===== config.mk =====
export PLATFORM = sky130hd
export DESIGN_NAME = hwpf_arbiter
export DESIGN_NICKNAME = d
export VERILOG_FILES = /design/src/rtl/hwpf_pkg.sv /design/src/rtl/hwpf_req_fifo.sv /design/src/rtl/hwpf_arbiter.sv
export SDC_FILE = /design/constraint.sdc
export NUM_CORES = 1
export LEC_CHECK = 0
export BUFFER_PORTS_ARGS = -buffer_cell sky130_fd_sc_hd__buf_2
export CAP_MARGIN = 20
export CORE_MARGIN = 10
export CORE_UTILIZATION = 50
export CTS_CLUSTER_SIZE = 12
export DETAILED_ROUTE_END_ITERATION = 6
export PLACE_DENSITY_LB_ADDON = 0.15
export REMOVE_ABC_BUFFERS = 1
export SLEW_MARGIN = 20
export SYNTH_ARGS = -nofsm -noshare
export SYNTH_HDL_FRONTEND = slang
export SYNTH_SLANG_ARGS = --single-unit

===== constraint.sdc =====
create_clock -name clk_i -period 4.4 [get_ports clk_i]
set_clock_uncertainty 0.05 [all_clocks]
set_input_delay 0.88 -clock clk_i [delete_from_list [all_inputs] [get_ports clk_i]]
set_output_delay 0.88 -clock clk_i [all_outputs]
set_load 0.01 [all_outputs]

===== src/rtl/hwpf_pkg.sv =====
// hwpf_pkg: request bundle, line-address helpers and default geometry
// shared by the prefetch arbiter and the prefetchers.
package hwpf_pkg;

  localparam int unsigned ADDR_W         = 32;
  localparam int unsigned LINE_BYTES_DEF = 64;
  localparam int unsigned FIFO_DEPTH_DEF = 4;

  typedef logic [ADDR_W-1:0] hwpf_addr_t;
  typedef logic [ADDR_W-1:0] hwpf_line_t;
  typedef logic [3:0]        hpdcache_op_t;
  typedef logic [2:0]        hpdcache_sid_t;
  typedef logic [3:0]        hpdcache_tid_t;

  typedef struct packed {
    hwpf_addr_t    addr;
    hpdcache_op_t  op;
    logic          uncacheable;
    logic          need_rsp;
    hpdcache_sid_t sid;
    hpdcache_tid_t tid;
  } hpdcache_req_t;

  function automatic hwpf_line_t hwpf_line(
    input hwpf_addr_t  addr,
    input int unsigned off_w
  );
    return hwpf_line_t'(addr >> off_w);
  endfunction

  function automatic hwpf_addr_t hwpf_line_base(
    input hwpf_line_t  line,
    input int unsigned off_w
  );
    return hwpf_addr_t'(line << off_w);
  endfunction

endpackage


===== src/rtl/hwpf_req_fifo.sv =====
// hwpf_req_fifo: circular request buffer with per-entry valid,
// single-cycle flush and a parallel line-match lookup.
module hwpf_req_fifo
  import hwpf_pkg::*;
#(
  parameter int unsigned DEPTH = FIFO_DEPTH_DEF,
  parameter int unsigned OFF_W = 6
) (
  input  logic          clk_i,
  input  logic          rst_ni,
  input  logic          flush_i,
  input  logic          push_i,
  input  hpdcache_req_t entry_i,
  input  logic          pop_i,
  output hpdcache_req_t head_o,
  output logic          empty_o,
  output logic          full_o,
  input  hwpf_line_t    match_line_i,
  output logic          match_o
);

  localparam int unsigned AW = $clog2(DEPTH);

  logic [AW-1:0]    wr_q, wr_d;
  logic [AW-1:0]    rd_q, rd_d;
  logic [AW:0]      cnt_q, cnt_d;
  logic [DEPTH-1:0] vld_q, vld_d;
  hpdcache_req_t    mem_q [DEPTH];

  always_comb begin
    wr_d  = wr_q;
    rd_d  = rd_q;
    cnt_d = cnt_q;
    vld_d = vld_q;
    if (flush_i) begin
      wr_d  = '0;
      rd_d  = '0;
      cnt_d = '0;
      vld_d = '0;
    end else begin
      if (pop_i) begin
        vld_d[rd_q] = 1'b0;
        rd_d        = rd_q + AW'(1);
      end
      if (push_i) begin
        vld_d[wr_q] = 1'b1;
        wr_d        = wr_q + AW'(1);
      end
      cnt_d = cnt_q + (AW+1)'(push_i)
                    - (AW+1)'(pop_i);
    end
  end

  always_ff @(posedge clk_i) begin
    if (!rst_ni) begin
      wr_q  <= '0;
      rd_q  <= '0;
      cnt_q <= '0;
      vld_q <= '0;
    end else begin
      wr_q  <= wr_d;
      rd_q  <= rd_d;
      cnt_q <= cnt_d;
      vld_q <= vld_d;
    end
  end

  always_ff @(posedge clk_i) begin
    if (push_i && !flush_i) begin
      mem_q[wr_q] <= entry_i;
    end
  end

  always_comb begin
    match_o = 1'b0;
    for (int i = 0; i < int'(DEPTH); i++) begin
      if (vld_q[i] &&
          hwpf_line(mem_q[i].addr, OFF_W)
            == match_line_i) begin
        match_o = 1'b1;
      end
    end
  end

  assign head_o  = mem_q[rd_q];
  assign empty_o = (cnt_q == '0);
  assign full_o  = (cnt_q == (AW+1)'(DEPTH));

endmodule


===== src/rtl/hwpf_arbiter.sv =====
// hwpf_arbiter: round-robin merge of prefetcher requests onto the
// single HPDcache prefetch port, with duplicate-line filtering.
module hwpf_arbiter
  import hwpf_pkg::*;
#(
  parameter int unsigned   NUM_HWPF   = 4,
  parameter int unsigned   FIFO_DEPTH = FIFO_DEPTH_DEF,
  parameter int unsigned   LINE_BYTES = LINE_BYTES_DEF,
  parameter hpdcache_sid_t HWPF_SID   = '0
) (
  input  logic                clk_i,
  input  logic                rst_ni,
  input  logic                flush_i,
  input  logic                lock_i,
  input  logic [NUM_HWPF-1:0] hwpf_req_valid_i,
  output logic [NUM_HWPF-1:0] hwpf_req_ready_o,
  input  hpdcache_req_t       hwpf_req_i [NUM_HWPF],
  output logic                dcache_req_valid_o,
  input  logic                dcache_req_ready_i,
  output hpdcache_req_t       dcache_req_o,
  output logic                dup_drop_o
);

  localparam int unsigned OFF_W = $clog2(LINE_BYTES);
  localparam int unsigned RR_W  =
    (NUM_HWPF > 1) ? $clog2(NUM_HWPF) : 1;

  logic [RR_W-1:0] rr_q, rr_d, gnt_idx;
  logic            gnt_any;
  hwpf_line_t      last_line_q, last_line_d;
  logic            last_vld_q, last_vld_d;
  logic            dup_q, dup_d;

  hpdcache_req_t   req, entry, head;
  hwpf_line_t      req_line;
  logic            accept, dup, push, pop, issue;
  logic            empty, full, fifo_match;
  logic            unused_req;

  // Grant looks only at valids and rr_q, never at ready.
  always_comb begin
    gnt_any = 1'b0;
    gnt_idx = '0;
    for (int k = 0; k < int'(NUM_HWPF); k++) begin
      if (!gnt_any &&
          hwpf_req_valid_i[(int'(rr_q) + k)
                           % int'(NUM_HWPF)]) begin
        gnt_any = 1'b1;
        gnt_idx = RR_W'((int'(rr_q) + k)
                        % int'(NUM_HWPF));
      end
    end
  end

  assign req      = hwpf_req_i[gnt_idx];
  assign req_line = hwpf_line(req.addr, OFF_W);

  assign accept = rst_ni & gnt_any & ~full
                & ~lock_i & ~flush_i;
  assign dup    = fifo_match
                | (last_vld_q & (last_line_q == req_line));
  assign push   = accept & ~dup;
  assign issue  = rst_ni & ~empty & ~lock_i & ~flush_i;
  assign pop    = issue & dcache_req_ready_i;

  always_comb begin
    hwpf_req_ready_o = '0;
    if (accept) begin
      hwpf_req_ready_o[gnt_idx] = 1'b1;
    end
  end

  always_comb begin
    entry      = '0;
    entry.addr = hwpf_line_base(req_line, OFF_W);
    entry.op   = req.op;
    entry.sid  = HWPF_SID;
  end

  always_comb begin
    rr_d        = rr_q;
    last_line_d = last_line_q;
    last_vld_d  = last_vld_q;
    dup_d       = accept & dup;
    if (accept) begin
      rr_d = (gnt_idx == RR_W'(NUM_HWPF - 1))
           ? '0 : gnt_idx + RR_W'(1);
    end
    if (flush_i) begin
      last_vld_d = 1'b0;
    end else if (pop) begin
      last_line_d = hwpf_line(head.addr, OFF_W);
      last_vld_d  = 1'b1;
    end
  end

  always_ff @(posedge clk_i) begin
    if (!rst_ni) begin
      rr_q        <= '0;
      last_line_q <= '0;
      last_vld_q  <= 1'b0;
      dup_q       <= 1'b0;
    end else begin
      rr_q        <= rr_d;
      last_line_q <= last_line_d;
      last_vld_q  <= last_vld_d;
      dup_q       <= dup_d;
    end
  end

  hwpf_req_fifo #(
    .DEPTH (FIFO_DEPTH),
    .OFF_W (OFF_W)
  ) u_fifo (
    .clk_i        (clk_i),
    .rst_ni       (rst_ni),
    .flush_i      (flush_i),
    .push_i       (push),
    .entry_i      (entry),
    .pop_i        (pop),
    .head_o       (head),
    .empty_o      (empty),
    .full_o       (full),
    .match_line_i (req_line),
    .match_o      (fifo_match)
  );

  assign dcache_req_valid_o = issue;
  assign dcache_req_o       = rst_ni ? head : '0;
  assign dup_drop_o         = rst_ni & dup_q;

  always_comb begin
    unused_req = 1'b0;
    for (int k = 0; k < int'(NUM_HWPF); k++) begin
      unused_req ^= ^{hwpf_req_i[k].uncacheable,
                      hwpf_req_i[k].need_rsp,
                      hwpf_req_i[k].sid,
                      hwpf_req_i[k].tid};
    end
  end

endmodule


; ---- After elaboration in Yosys (flattened, before gate mapping)
; Memories as Yosys holds them, arrays and structs flattened. A register that Yosys moved wholly into a read port is not among the register bits.
; Cells that the tools add are included.
[word_totals]
inputBits = 189
out_inout_bits = 51
reg_bits = 41
ramBits = 120
word_cells = 124
memories = 1
latch_bits = 0
mem_bits_ro = 0
[memory_table]
columns = name, words, word_bits, read_ports, rd_ports_with_merged_regs, write_ports, line
row1 = u_fifo.mem_q, 4, 30, 5, 1, 1, hwpf_req_fifo.sv:28  ; hpdcache_req_t mem_q [DEPTH];
[op_classes]
div_mod_pow = 0
bitwise = 26
reduce_logical = 21
magnitude_cmp = 11
multipliers = 0
eq_ne = 7
muxes = 42
shift = 0
addsub = 8
[op_table]
columns = cell, n
row1 = 45-bit 2-to-1 mux, 3
row2 = 26-bit equality test, 5
row3 = 45-bit binary-select mux with 2-bit select, 1
row4 = 1-bit 2-to-1 mux, 20
row5 = 4-bit 2-to-1 mux, 4
row6 = 2-bit 2-to-1 mux, 7
row7 = 1-bit bitwise AND, 12
row8 = "2-bit by 3-bit < comparator with 1-bit output, second input constant", 4
row9 = "3-bit by 4-bit < comparator with 1-bit output, second input constant", 3
row10 = 1-bit logical AND, 11
row11 = "2-bit by 1-bit adder with 2-bit output, second input constant", 4
row12 = 1-bit binary-select mux with 2-bit select, 4
row13 = 2-bit OR reduction, 4
row14 = 1-bit demux with 2-bit select, 3
row15 = "2-bit by 1-bit greater-or-equal comparator with 1-bit output, second input constant", 3
row16 = 1-bit inverter, 6
row17 = "2-bit adder, second input constant", 2
row18 = 4-bit bitwise AND, 1
row19 = 1-bit zero test, 4
row20 = 4-bit inverter, 1
row21 = 4-bit bitwise OR, 1
row22 = 3-bit by 1-bit adder with 3-bit output, 1
row23 = "1-bit bitwise AND, first input constant", 3
row24 = "3-bit equality test, second input constant", 1
row25 = 7 further kinds, 7

; ---- Logic depth before layout (Yosys ltp)
[logic_depth]
word_depth = 30
mapped_depth = 22
depth_no_buf = 18

; ---- Hierarchy
; A second synthesis with hierarchy kept.
[hier_totals]
hier_cells = 978
hier_area_um2 = 11821.3
[by_module_without_submodules]
columns = module, area_per_inst_um2, n_inst, seq_area_each_um2, cells_per_inst
row1 = hwpf_req_fifo, 8341.8, 1, 5665.4, 463
row2 = hwpf_arbiter, 3479.6, 1, 600.6, 515

; ---- Worst setup path before layout
; Ideal clock, no wire load.
[synth_path]
path_type = input -> register
start = in hwpf_req_valid_i[2]
end = mem u_fifo.mem_q[2][0] (netlist bit) (enable)
arrival_ns = 4.240
path_stages = 15
n_path_buf = 7
setup_ns = 0.390
slack_ns = -0.280
required_time_ns = 3.960
cell_sequence = nor2b_1 o21ai_0 and3_1 buf_2 buf_2 buf_2 buf_2 buf_2 buf_1 o21ai_0 o32a_1 a221oi_2 and3_4 buf_6 and2_1
[synth_via]
elab_chain_cells = 28
elab_cells_between_ends = 53
classes_between = eq/ne: 5 / mux: 28 / bitwise: 9 / reduce/logical: 11
[synth_lines]
columns = item, line
row1 = start: declaration, hwpf_arbiter.sv:15  ; input logic [NUM_HWPF-1:0] hwpf_req_valid_i,
row2 = 1-bit binary-select mux with 2-bit select, hwpf_arbiter.sv:46  ; hwpf_req_valid_i[(int'(rr_q) + k)
row3 = 1-bit 2-to-1 mux (implied by the code), hwpf_arbiter.sv:46
row4 = 1-bit 2-to-1 mux, hwpf_arbiter.sv:45  ; if (!gnt_any &&
row5 = 1-bit zero test, hwpf_arbiter.sv:45
row6 = 1-bit logical AND, hwpf_arbiter.sv:45
row7 = 1-bit 2-to-1 mux, hwpf_arbiter.sv:45
row8 = 1-bit zero test, hwpf_arbiter.sv:45
row9 = 1-bit logical AND, hwpf_arbiter.sv:45
row10 = [... 9 more ...], n/a
row11 = 1-bit logical AND, hwpf_req_fifo.sv:77  ; if (vld_q[i] &&
row12 = 1-bit 2-to-1 mux (4 in a row), hwpf_req_fifo.sv:77
row13 = 1-bit bitwise OR, hwpf_arbiter.sv:61  ; | (last_vld_q & (last_line_q == req_line));
row14 = 1-bit inverter, hwpf_arbiter.sv:62  ; assign push = accept & ~dup;
row15 = 1-bit bitwise AND *, hwpf_arbiter.sv:62
row16 = 1-bit logical AND *, hwpf_req_fifo.sv:69  ; if (push_i && !flush_i) begin
row17 = 1-bit 2-to-1 mux *, hwpf_req_fifo.sv:69
row18 = 1-bit 2-to-1 mux (implied by the code) *, hwpf_req_fifo.sv:70  ; mem_q[wr_q] <= entry_i;
row19 = end: declaration, hwpf_req_fifo.sv:28
; Every way passes the cells marked *; elsewhere a longest branch is shown, timed or not. The select of a mux whose other input is x is not followed.

; ---- Worst setup path after layout
[layout_path]
start = in hwpf_req_valid_i[0]
end = reg u_fifo.cnt_q[2]
[layout_via]
elab_chain_cells = 27
elab_cells_between_ends = 52
classes_between = add/sub: 2 / eq/ne: 5 / mux: 26 / bitwise: 9 / reduce/logical: 10
[layout_lines]
columns = item, line
row1 = 1-bit binary-select mux with 2-bit select, hwpf_arbiter.sv:46
row2 = 1-bit 2-to-1 mux (implied by the code), hwpf_arbiter.sv:46
row3 = 1-bit 2-to-1 mux, hwpf_arbiter.sv:45
row4 = 1-bit zero test, hwpf_arbiter.sv:45
row5 = 1-bit logical AND, hwpf_arbiter.sv:45
row6 = 1-bit 2-to-1 mux, hwpf_arbiter.sv:45
row7 = 1-bit zero test, hwpf_arbiter.sv:45
row8 = 1-bit logical AND, hwpf_arbiter.sv:45
row9 = [... 8 more ...], n/a
row10 = 26-bit equality test, hwpf_req_fifo.sv:79  ; == match_line_i) begin
row11 = 1-bit logical AND, hwpf_req_fifo.sv:77
row12 = 1-bit 2-to-1 mux (4 in a row), hwpf_req_fifo.sv:77
row13 = 1-bit bitwise OR, hwpf_arbiter.sv:61
row14 = 1-bit inverter, hwpf_arbiter.sv:62
row15 = 1-bit bitwise AND *, hwpf_arbiter.sv:62
row16 = 3-bit by 1-bit adder with 3-bit output *, hwpf_req_fifo.sv:49  ; cnt_d = cnt_q + (AW+1)'(push_i)
row17 = 3-bit by 1-bit subtractor with 3-bit output *, hwpf_req_fifo.sv:50  ; - (AW+1)'(pop_i);
row18 = end signal: assignment, hwpf_req_fifo.sv:63  ; cnt_q <= cnt_d;
row19 = end: declaration, hwpf_req_fifo.sv:26  ; logic [AW:0] cnt_q, cnt_d;
; Marked as above.
; A chain may end at the register's enable or synchronous reset.

==> flow_summary.ini <==
[status]
status = complete, but fails checks
violations = setup timing

[synth]
synth_cell_types = 82
netlist_area_mm2 = 0.0108
ys_async_sr_fraction = 0
avgSynthCellArea_um2 = 9.85
yosysWarnings = 0
seq_area_frac_synth = 0.412
syn_inst = 1099
synth_top_flop_cell = edfxtp_1
synth_edf_count = 120
synth_seq_cells = 163

[route]
dr_total_vias = 10703
first_pass_iters = 5
ant_nets = 0
via_per_inst = 6.14
drt_first_iter_violations = 1194
wl_um = 42400
post-route-drc-count = 0
wl_per_cell_um = 24.3

[global_route]
grt_usage = 0.281
antenna_found_initial = 1
grt_pass1_vias = 10565
overflow = 0
grt_pass1_wl_um = 60800
grt_max_degree = 61

[critical_path]
startpoint_type = input pin
required_ps = 4660
path_class = input pin to flop
crit_arrival_ps = 4710
cp_max_fo = 14
slowest_stage = or4_4
cp-end-kind = flop
crit_chain = buf_6, nand2_4, buf_4, a211oi_4, buf_6, buf_4, buf_12, o21ai_1, a211o_1, o2111ai_2, buf_4, o2111ai_4, or4_4, nor4_4, buf_4, a21oi_2, and3_4, ha_4, inv_2, fa_2, xor2_2, xnor2_1, nor2_1
cpPeakStageDelay_ps = 570
crit_top_cell = buf_4

[power]
p_per_area_mw_per_mm2 = 305
irDropWorstVdd_uv = 244
power_leakage_nw = 5.85

[timing]
tightest_slew_ps = 724
fmax_mhz = 225
fin_ws_ps = -46.2
rsz0062_at_grt = yes
slew_viol_final = 0
slew_headroom = 0.517
setup_violations = 2
finalCritPeriodShare = 1.01
hold_viol = 0
period_minus_slack_ps = 4450

[layout]
fin_util = 0.698
final_nets = 1660
diodes = 0
stdcell_count = 1744
fin_area_mm2 = 0.0148
drive_gt1_frac = 0.374
area_growth_pct = 36.4

[clocking]
cts_tree = done
h-tree-depth = 4
clkLatencyLatePin_ps = 440
root_buffer = clkbuf_16
clock-sinks = 163
clk_path_buf_depth = 2
clk_pin_slew_ps = 70
cts_buffers = 17

[floorplanning]
die_area_mm2 = 0.0279
die_width_um = 167
core_area_mm2 = 0.0212
start_util = 0.512
io_pins = 240
num_rows = 53
die_height_um = 167

[placement]
portBuffers = 164
place_hpwl_um = 30700
gp_congestion = 0.992
dp_cells = 1690
pre_cts_slack_ps = -799
dpl-instance-area_mm2 = 0.0135

[job]
cap_violations = 0

[hold_path]
min_path_type = flop to flop
==> layout make-up <==
type / count / area, um^2
multi-input cells: 837 / 6280
repair buffers: 405 / 2990
fillers: 1653 / 6390
well taps: 275 / 344
inverters: 32 / 130
clock buffers: 18 / 439
flip-flops and latches: 163 / 4470
clock inverters: 14 / 119
==> cell usage in the layout (no fill, tap or decap), drive strengths merged, types with 17 or more instances in the layout <==
master / netlist / layout
nand3: 87 / 87
a21boi: 43 / 43
dfxtp: 43 / 43
inv: 31 / 39
and2: 68 / 68
nor2: 27 / 27
nand4: 19 / 19
edfxtp: 120 / 120
nor3: 17 / 17
nand2: 95 / 95
xor2: 23 / 23
mux4: 30 / 30
xnor2: 56 / 56
and3: 45 / 45
a21oi: 48 / 48
clkbuf: 31 / 23
buf: 51 / 399
a211oi: 26 / 26
o21ai: 58 / 58
==> synth_stat cells (4+ instances only) <==
cell type	number	area share
a2111oi_0	6	0.0049
a211o_1	12	0.0097
a211oi_1	23	0.016
a21boi_0	43	0.030
a21o_1	11	0.0076
a21oi_1	46	0.021
a221oi_1	6	0.0049
a22oi_1	5	0.0035
a31oi_1	11	0.0064
a32o_1	4	0.0037
and2_1	67	0.039
and3_1	43	0.025
and3b_1	4	0.0032
and4_1	7	0.0057
buf_1	8	0.0028
buf_2	23	0.011
buf_4	16	0.011
buf_6	4	0.0042
clkbuf_1	31	0.011
dfxtp_1	43	0.079
edfxtp_1	120	0.33
ha_1	14	0.016
inv_1	29	0.010
mux2i_1	4	0.0037
mux4_2	30	0.062
nand2_1	95	0.033
nand3_1	87	0.040
nand4_1	19	0.011
nor2_1	26	0.0090
nor2b_1	7	0.0040
nor3_1	17	0.0079
nor3b_1	6	0.0042
nor4_1	10	0.0058
o2111ai_1	10	0.0081
o211ai_1	5	0.0035
o21ai_0	54	0.025
o21ai_1	4	0.0018
o22ai_1	4	0.0023
or4_1	7	0.0049
xnor2_1	56	0.045
xor2_1	23	0.019
==> metal layers <==
metal	routed length (um)	part of all wire	vias up	GRT usage
li1	-	-	4838	-
met2	19300	0.46	597	0.440
met4	2090	0.049	2	0.142
met5	13	0.00031	-	0
met1	16500	0.39	5147	0.345
met3	4510	0.11	119	0.0843
==> worst paths after layout <==
kind                                start                      endpoint  slack, ps  cells after the start
min          last_line_q[24]$_SDFFE_PN0P_  last_line_q[24]$_SDFFE_PN0P_        430                      2
max                   hwpf_req_valid_i[0]    u_fifo.cnt_q[2]$_SDFF_PP0_        -50                     23
max reg2reg          rr_q[1]$_SDFFE_PN0P_    u_fifo.cnt_q[2]$_SDFF_PP0_         80                     22
min reg2reg  last_line_q[24]$_SDFFE_PN0P_  last_line_q[24]$_SDFFE_PN0P_        430                      2
==> stage by stage <==
| stage | setup TNS, ps | hold slack, ps | total power (W) |
|---|---|---|---|
| floorplan | -324890 | 383 | 0.00231 |
| global placement | -77480 | 414 | 0.00294 |
| finish | -54.8 | 428 | 0.00451 |
| CTS | -29.1 | 430 | 0.00444 |
| detailed placement | -83680 | 421 | 0.00296 |
| global route | -2400 | 444 | 0.00467 |
==> sequential cells by signal, indices dropped and copies added, names as in the netlist, named ones only <==
register and count:
last_vld_q 1, u_fifo.mem_q 120, last_line_q 26, dup_q 1, u_fifo.vld_q 4, u_fifo.rd_q 2
u_fifo.wr_q 2, u_fifo.cnt_q 3, rr_q 2
==> report_power, final <==
part | internal (W) | total [W] | switching [W]
clock network | 0.000756 | 0.00143 | 0.000673
logic | 0.000623 | 0.00135 | 0.000731
registers | 0.00171 | 0.00172 | 0.0000150
total | 0.00309 | 0.00451 | 0.00142
==> kinds of logic after synthesis <==
group,synth area share
and+or+nand+nor,0.202
AOI/OAI and AO/OA,0.185
DFF,0.412
buffers and inverters,0.0505
xor gates and xnor gates,0.0639
muxes,0.0682
adders and majority gates,0.0180
other,0.000346
==> repair_timing <==
| action | in CTS | in global routing |
|---|---|---|
| pin swaps | 24 | 25 |
| buffers inserted | 11 | 2 |
| gates cloned | 2 | 7 |
| setup endpoints to repair | 122 | 122 |
| hold buffers | 0 | 0 |
| gates resized for setup | 74 | 37 |
==> critical path: cells and delay by family <==
kind            cells  cell delay [ps]
simple gates        5             1190
buf+inv             8             1040
compound gates      6              930
xor+xnor            2              280
fa+ha+maj           2              360
Power figures use the tool's default switching activity.
